===== src/rtl/chan_mux_rr.sv =====
// Channel multiplexer with fixed-select and round-robin modes feeding a one-word output register.
// Optional build macro CHAN_MUX_PARITY_EN adds a registered out_parity output (XOR of the word).
module chan_mux_rr #(
   parameter  int unsigned WIDTH    = 8,
   parameter  int unsigned CHANNELS = 4,
   localparam int unsigned SEL_W    = (CHANNELS > 1) ? $clog2(CHANNELS) : 1
) (
   input  logic                      clk,
   input  logic                      rst,
   input  logic [CHANNELS*WIDTH-1:0] in_data,
   input  logic [CHANNELS-1:0]       in_valid,
   output logic [CHANNELS-1:0]       in_ready,
   input  logic                      mode,
   input  logic [SEL_W-1:0]          sel,
   output logic [WIDTH-1:0]          out_data,
   output logic [SEL_W-1:0]          out_chan,
   output logic                      out_valid,
`ifdef CHAN_MUX_PARITY_EN
   output logic                      out_parity,
`endif
   input  logic                      out_ready
);

   localparam int unsigned SEL_SPAN = 2 ** SEL_W;

   localparam logic [0:0] ST_EMPTY = 1'b0;
   localparam logic [0:0] ST_FULL  = 1'b1;

   logic [0:0]          r_state;
   logic [0:0]          w_next_state;
   logic [SEL_W-1:0]    r_rr_ptr;
   logic [WIDTH-1:0]    r_out_data;
   logic [SEL_W-1:0]    r_out_chan;

   logic [SEL_SPAN-1:0] w_valid_pad;
   logic [SEL_W-1:0]    w_cand;
   logic                w_load;
   logic                w_grant;
   logic [SEL_W-1:0]    w_idx;
   logic [CHANNELS-1:0] w_ready;
   logic [WIDTH-1:0]    w_data;

   // Grant decision: padding makes out-of-range fixed selects see an idle channel.
   always_comb begin
      w_valid_pad                 = '0;
      w_valid_pad[CHANNELS-1:0]   = in_valid;
      w_load                      = (r_state == ST_EMPTY) || out_ready;
      w_grant                     = 1'b0;
      w_idx                       = '0;
      w_cand                      = '0;
      if (w_load && !rst) begin
         if (!mode) begin
            w_grant = w_valid_pad[sel];
            w_idx   = sel;
         end else begin
            // Walk downward so the nearest channel after rr_ptr wins last.
            for (int k = CHANNELS; k >= 1; k--) begin
               w_cand = SEL_W'((int'(r_rr_ptr) + k) % int'(CHANNELS));
               if (w_valid_pad[w_cand]) begin
                  w_grant = 1'b1;
                  w_idx   = w_cand;
               end
            end
         end
      end
   end

   // One-hot accept strobe and the granted channel's data.
   always_comb begin
      w_ready = '0;
      w_data  = '0;
      for (int i = 0; i < CHANNELS; i++) begin
         w_ready[i] = w_grant && (w_idx == SEL_W'(i));
         if (w_idx == SEL_W'(i)) begin
            w_data = in_data[i*WIDTH +: WIDTH];
         end
      end
   end

   always_comb begin
      w_next_state = r_state;
      if (w_load) begin
         w_next_state = w_grant ? ST_FULL : ST_EMPTY;
      end
   end

   always_ff @(posedge clk or posedge rst) begin
      if (rst) begin
         r_state <= ST_EMPTY;
      end else begin
         r_state <= w_next_state;
      end
   end

   // Output word and round-robin pointer only move on a grant.
   always_ff @(posedge clk or posedge rst) begin
      if (rst) begin
         r_out_data <= '0;
         r_out_chan <= '0;
         r_rr_ptr   <= SEL_W'(CHANNELS - 1);
      end else if (w_grant) begin
         r_out_data <= w_data;
         r_out_chan <= w_idx;
         if (mode) begin
            r_rr_ptr <= w_idx;
         end
      end
   end

`ifdef CHAN_MUX_PARITY_EN
   logic r_out_parity;

   always_ff @(posedge clk or posedge rst) begin
      if (rst) begin
         r_out_parity <= 1'b0;
      end else if (w_grant) begin
         r_out_parity <= ^w_data;
      end
   end

   assign out_parity = r_out_parity;
`endif

   assign in_ready  = w_ready;
   assign out_data  = r_out_data;
   assign out_chan  = r_out_chan;
   assign out_valid = (r_state == ST_FULL);

endmodule


===== config.mk =====
export PLATFORM = sky130hd
export DESIGN_NAME = chan_mux_rr
export DESIGN_NICKNAME = d
export VERILOG_FILES = /design/src/rtl/chan_mux_rr.sv
export SDC_FILE = /design/constraint.sdc
export NUM_CORES = 1
export LEC_CHECK = 0
export CAP_MARGIN = 30
export CORE_MARGIN = 4
export CORE_UTILIZATION = 41
export CTS_BUF_LIST = sky130_fd_sc_hd__clkbuf_4
export DETAILED_ROUTE_END_ITERATION = 16
export PLACE_DENSITY = 0.94
export SYNTH_ARGS = -nofsm -noshare
export SYNTH_HDL_FRONTEND = slang
export SYNTH_SLANG_ARGS = --single-unit
export TNS_END_PERCENT = 20

===== constraint.sdc =====
create_clock -name clk -period 4 [get_ports clk]
set_clock_uncertainty 0.1 [all_clocks]
set_input_delay 0.4 -clock clk [delete_from_list [all_inputs] [get_ports clk]]
set_output_delay 0.4 -clock clk [all_outputs]
set_load 0.02 [all_outputs]

==> impl_results.md <==
* Power Density at 353 mW/mm^2
* Post-CTS Setup Repair Bufs at 0
* Post-synthesis cell count at ~110
* Worst hold path type: input pin to asynchronous set/reset pin
* Req. time, crit path at ~3500 ps
* Global-route wire length before repair at between 4000 and 5000 um
* Initial antenna violation count at 0
* CTS max path bufs at 2
* DR WL/cell at ~16 um
* Fillers at ~180
* H-tree depth at 1
* Static Leak at roughly 0.69 nW
* Largest net degree at the start of global routing at 21
* R2R depth at 5
* Worst Setup Start Kind: input pin
* # IOs at between 50 and 60
* # clock sinks at 13
* Share of the synthesized area in the top cell type at between 20% and 30%
* Area leader, netlist: dfrtp_1
* Max-slew violations at 0
* Post-DRT Antenna Nets at 0
* Layout cell share with drive strength beyond 1 at under 10%
* Top FF cell, synth: dfrtp_1
* Most frequent cell after synthesis: nand2_1
* Commonest cells in the netlist: nand2_1 (16), a21oi_1 (11), dfrtp_1 (11), nor2_1 (10)
* Mapped cell area at about 960 sq um
* Simple-gate share of the synthesized area at 17.9%
* Root Buffer: clkbuf_4
* Die H at 56.5 um
* Gpl congestion at 0.759
* Synth top area cells: dfrtp_1 (29%), mux2i_1 (8.3%), a211o_1 (7.3%)
* Nets@finish at 206
* CTS tree: built
* FF-to-FF End: out_data[1]$_DFFE_PP0P_
* Xor/xnor share of the synthesized area at 0%
* Worst setup EP type: output pin
* Die outline width at around 56 um
* Register area at 328 sq um
* Synthesized Nets at 149
* Status: complete, no violations
* Async S/R FF share, synth at 100%
* Post-route clock period utilization at between 80% and 90%
* Worst r2r src: out_valid$_DFFE_PP0N_
* Fin crit period at about 3500 ps
* Worst-Skew Late Latency at 280 ps
* Kind of critical path: input pin to output pin
* Mean Syn Cell Area at roughly 9.0 sq um
* Reg2reg setup slack at just under 2000 ps
* Core area at around 0.0022 sq mm
* Via Count at between 1,000 and 1,500
* Number of DRC markers in iteration 0 at 36
* Synth Area in Compound Gates at between 20% and 30%
* Die area at roughly 0.0032 sq mm
* Maximum vdd drop at between 0.0002 and 0.00025 V
* GRT overflow at 0
* Area growth syn-to-layout at 62.3%
* Synth cell types at 29
* Clock-pin slew on the worst setup and hold paths at approximately 80 ps
* Setup violators final at 0
* DP HPWL at ~2500 um
* Largest family of logic cells by synthesized area: compound AO/OA/AOI/OAI gates
* Vias per std cell at approximately 5.7
* Adder and majority gate portion of the synthesized area at 0%
* Buffers added on ports at 56
* Synthesis-stage register bit count at 13
* Total power at between 0.5 and 0.6 mW
* Initial core utilization at between 40 and 50%
* Total CTS buffers at 3
* TNS Setup at 0 ps
* Fmax at 288 MHz
* Vias in the first global route at about 1,100
* Arr. time, crit path at approximately 3000 ps
* DRC errors left at 0
* Post-CTS Resized at 0
* 1st-pass router iterations at 4
* Unrepaired setup endpoints after global routing: no
* Number of max-cap violations at 0
* ANT cells at 0
* Sequential share of the synthesized area at ~34%
* Worst-Margin Slew at 500 ps
* DRT Wirelength at between 3000 and 4000 um
* Mux share of post-synthesis cell area at between 10% and 20%
* Site Rows at 17
* Tot GR Track Use at approximately a fifth
* Yosys warning total at 0
* Critical path peak fanout at 20
* Slew HR at between 60% and 70%
* Number of enable flip-flop cells after synthesis at 0
* Hold-fix buffers, CTS at 0
* Multi-input logic area at ~580 sq um
* Final hold violations at 0
-- worst max-delay path: stages --
cell	delay, ps
clkdlybuf4s50_1	450
nand2b_1	140
and2_1	460
o221a_2	560
nand3_1	200
nor2b_1	150
clkdlybuf4s50_1	620
-- layout make-up --
cell class / count / share of cell area, %
repair buffers: 59 / 37.3
inverters: 3 / 0.720
clock buffers: 4 / 1.92
multi-input cells: 84 / 36.9
well taps: 28 / 2.24
flip-flops and latches: 13 / 21.0
-- cell families after synthesis --
family | after synthesis
AO/OA/AOI/OAI | 37
buffers and inverters | 10
flip-flops | 13
multiplexers | 10
AND/OR/NAND/NOR | 37
-- per-layer routing --
metal | vias up | track usage [%] | routed length [um]
li1 | 502 | - | -
met1 | 504 | 23.9 | 1290
met2 | 69 | 31.7 | 1540
met3 | 6 | 3.68 | 261
met5 | - | 0 | 0
met4 | 0 | 8.47 | 51
-- state kept, by name, indices dropped and copies added, names as in the netlist --
signal / flops
out_chan: 2
r_rr_ptr: 2
out_valid: 1
out_data: 8
-- power by group --
group          total [mW]  switching [mW]  leakage [nW]  internal (mW)
Clock              0.0890          0.0436        0.0184         0.0455
Combinational       0.270           0.126         0.518          0.144
Sequential          0.193          0.0258         0.158          0.167
-- stage by stage --
stage | worst slack [ps] | utilization [%] | std cells | hold WS, ps | area (sq um)
after floorplan | 1380 | - | 107 | 189 | 963
after global placement | 671 | 68.7 | 187 | 383 | 1530
after detailed placement | 553 | 68.7 | 187 | 375 | 1530
after CTS | 549 | 70.0 | 191 | 350 | 1560
after global routing | 377 | 70.0 | 191 | 383 | 1560
final | 528 | 70.0 | 191 | 349 | 1560
-- worst max path at each step --
stage | start | slack (ps) | cells past startpoint | to
after CTS | out_ready | 550 | 7 | in_ready[1]
after global routing | out_ready | 380 | 7 | in_ready[1]
after detailed placement | out_ready | 550 | 7 | in_ready[1]
final | out_ready | 530 | 7 | in_ready[1]
after global placement | out_ready | 670 | 7 | in_ready[1]
after floorplan | rst | 1380 | 6 | in_ready[0]
-- cell usage in the layout (no fill, tap or decap) --
cell type and instances:
o21ai_0 4, nor2_1 10, a211o_1 8, mux4_1 1, nand2b_1 3, nor3b_1 1, dfstp_2 2, buf_4 3
o221a_2 1, o221a_4 1, nand2b_4 1, inv_1 3, mux2_2 1, o22ai_1 1, nand3_1 1, a21oi_1 11
and2_1 1, mux2i_1 8, o41ai_1 1, nand2_1 16, nor3_1 1, clkdlybuf4s50_1 56, o221ai_1 1, a22o_1 8
nor2b_1 3, clkbuf_4 4, a21oi_4 1, dfrtp_1 11
Power figures use the tool's default switching activity.
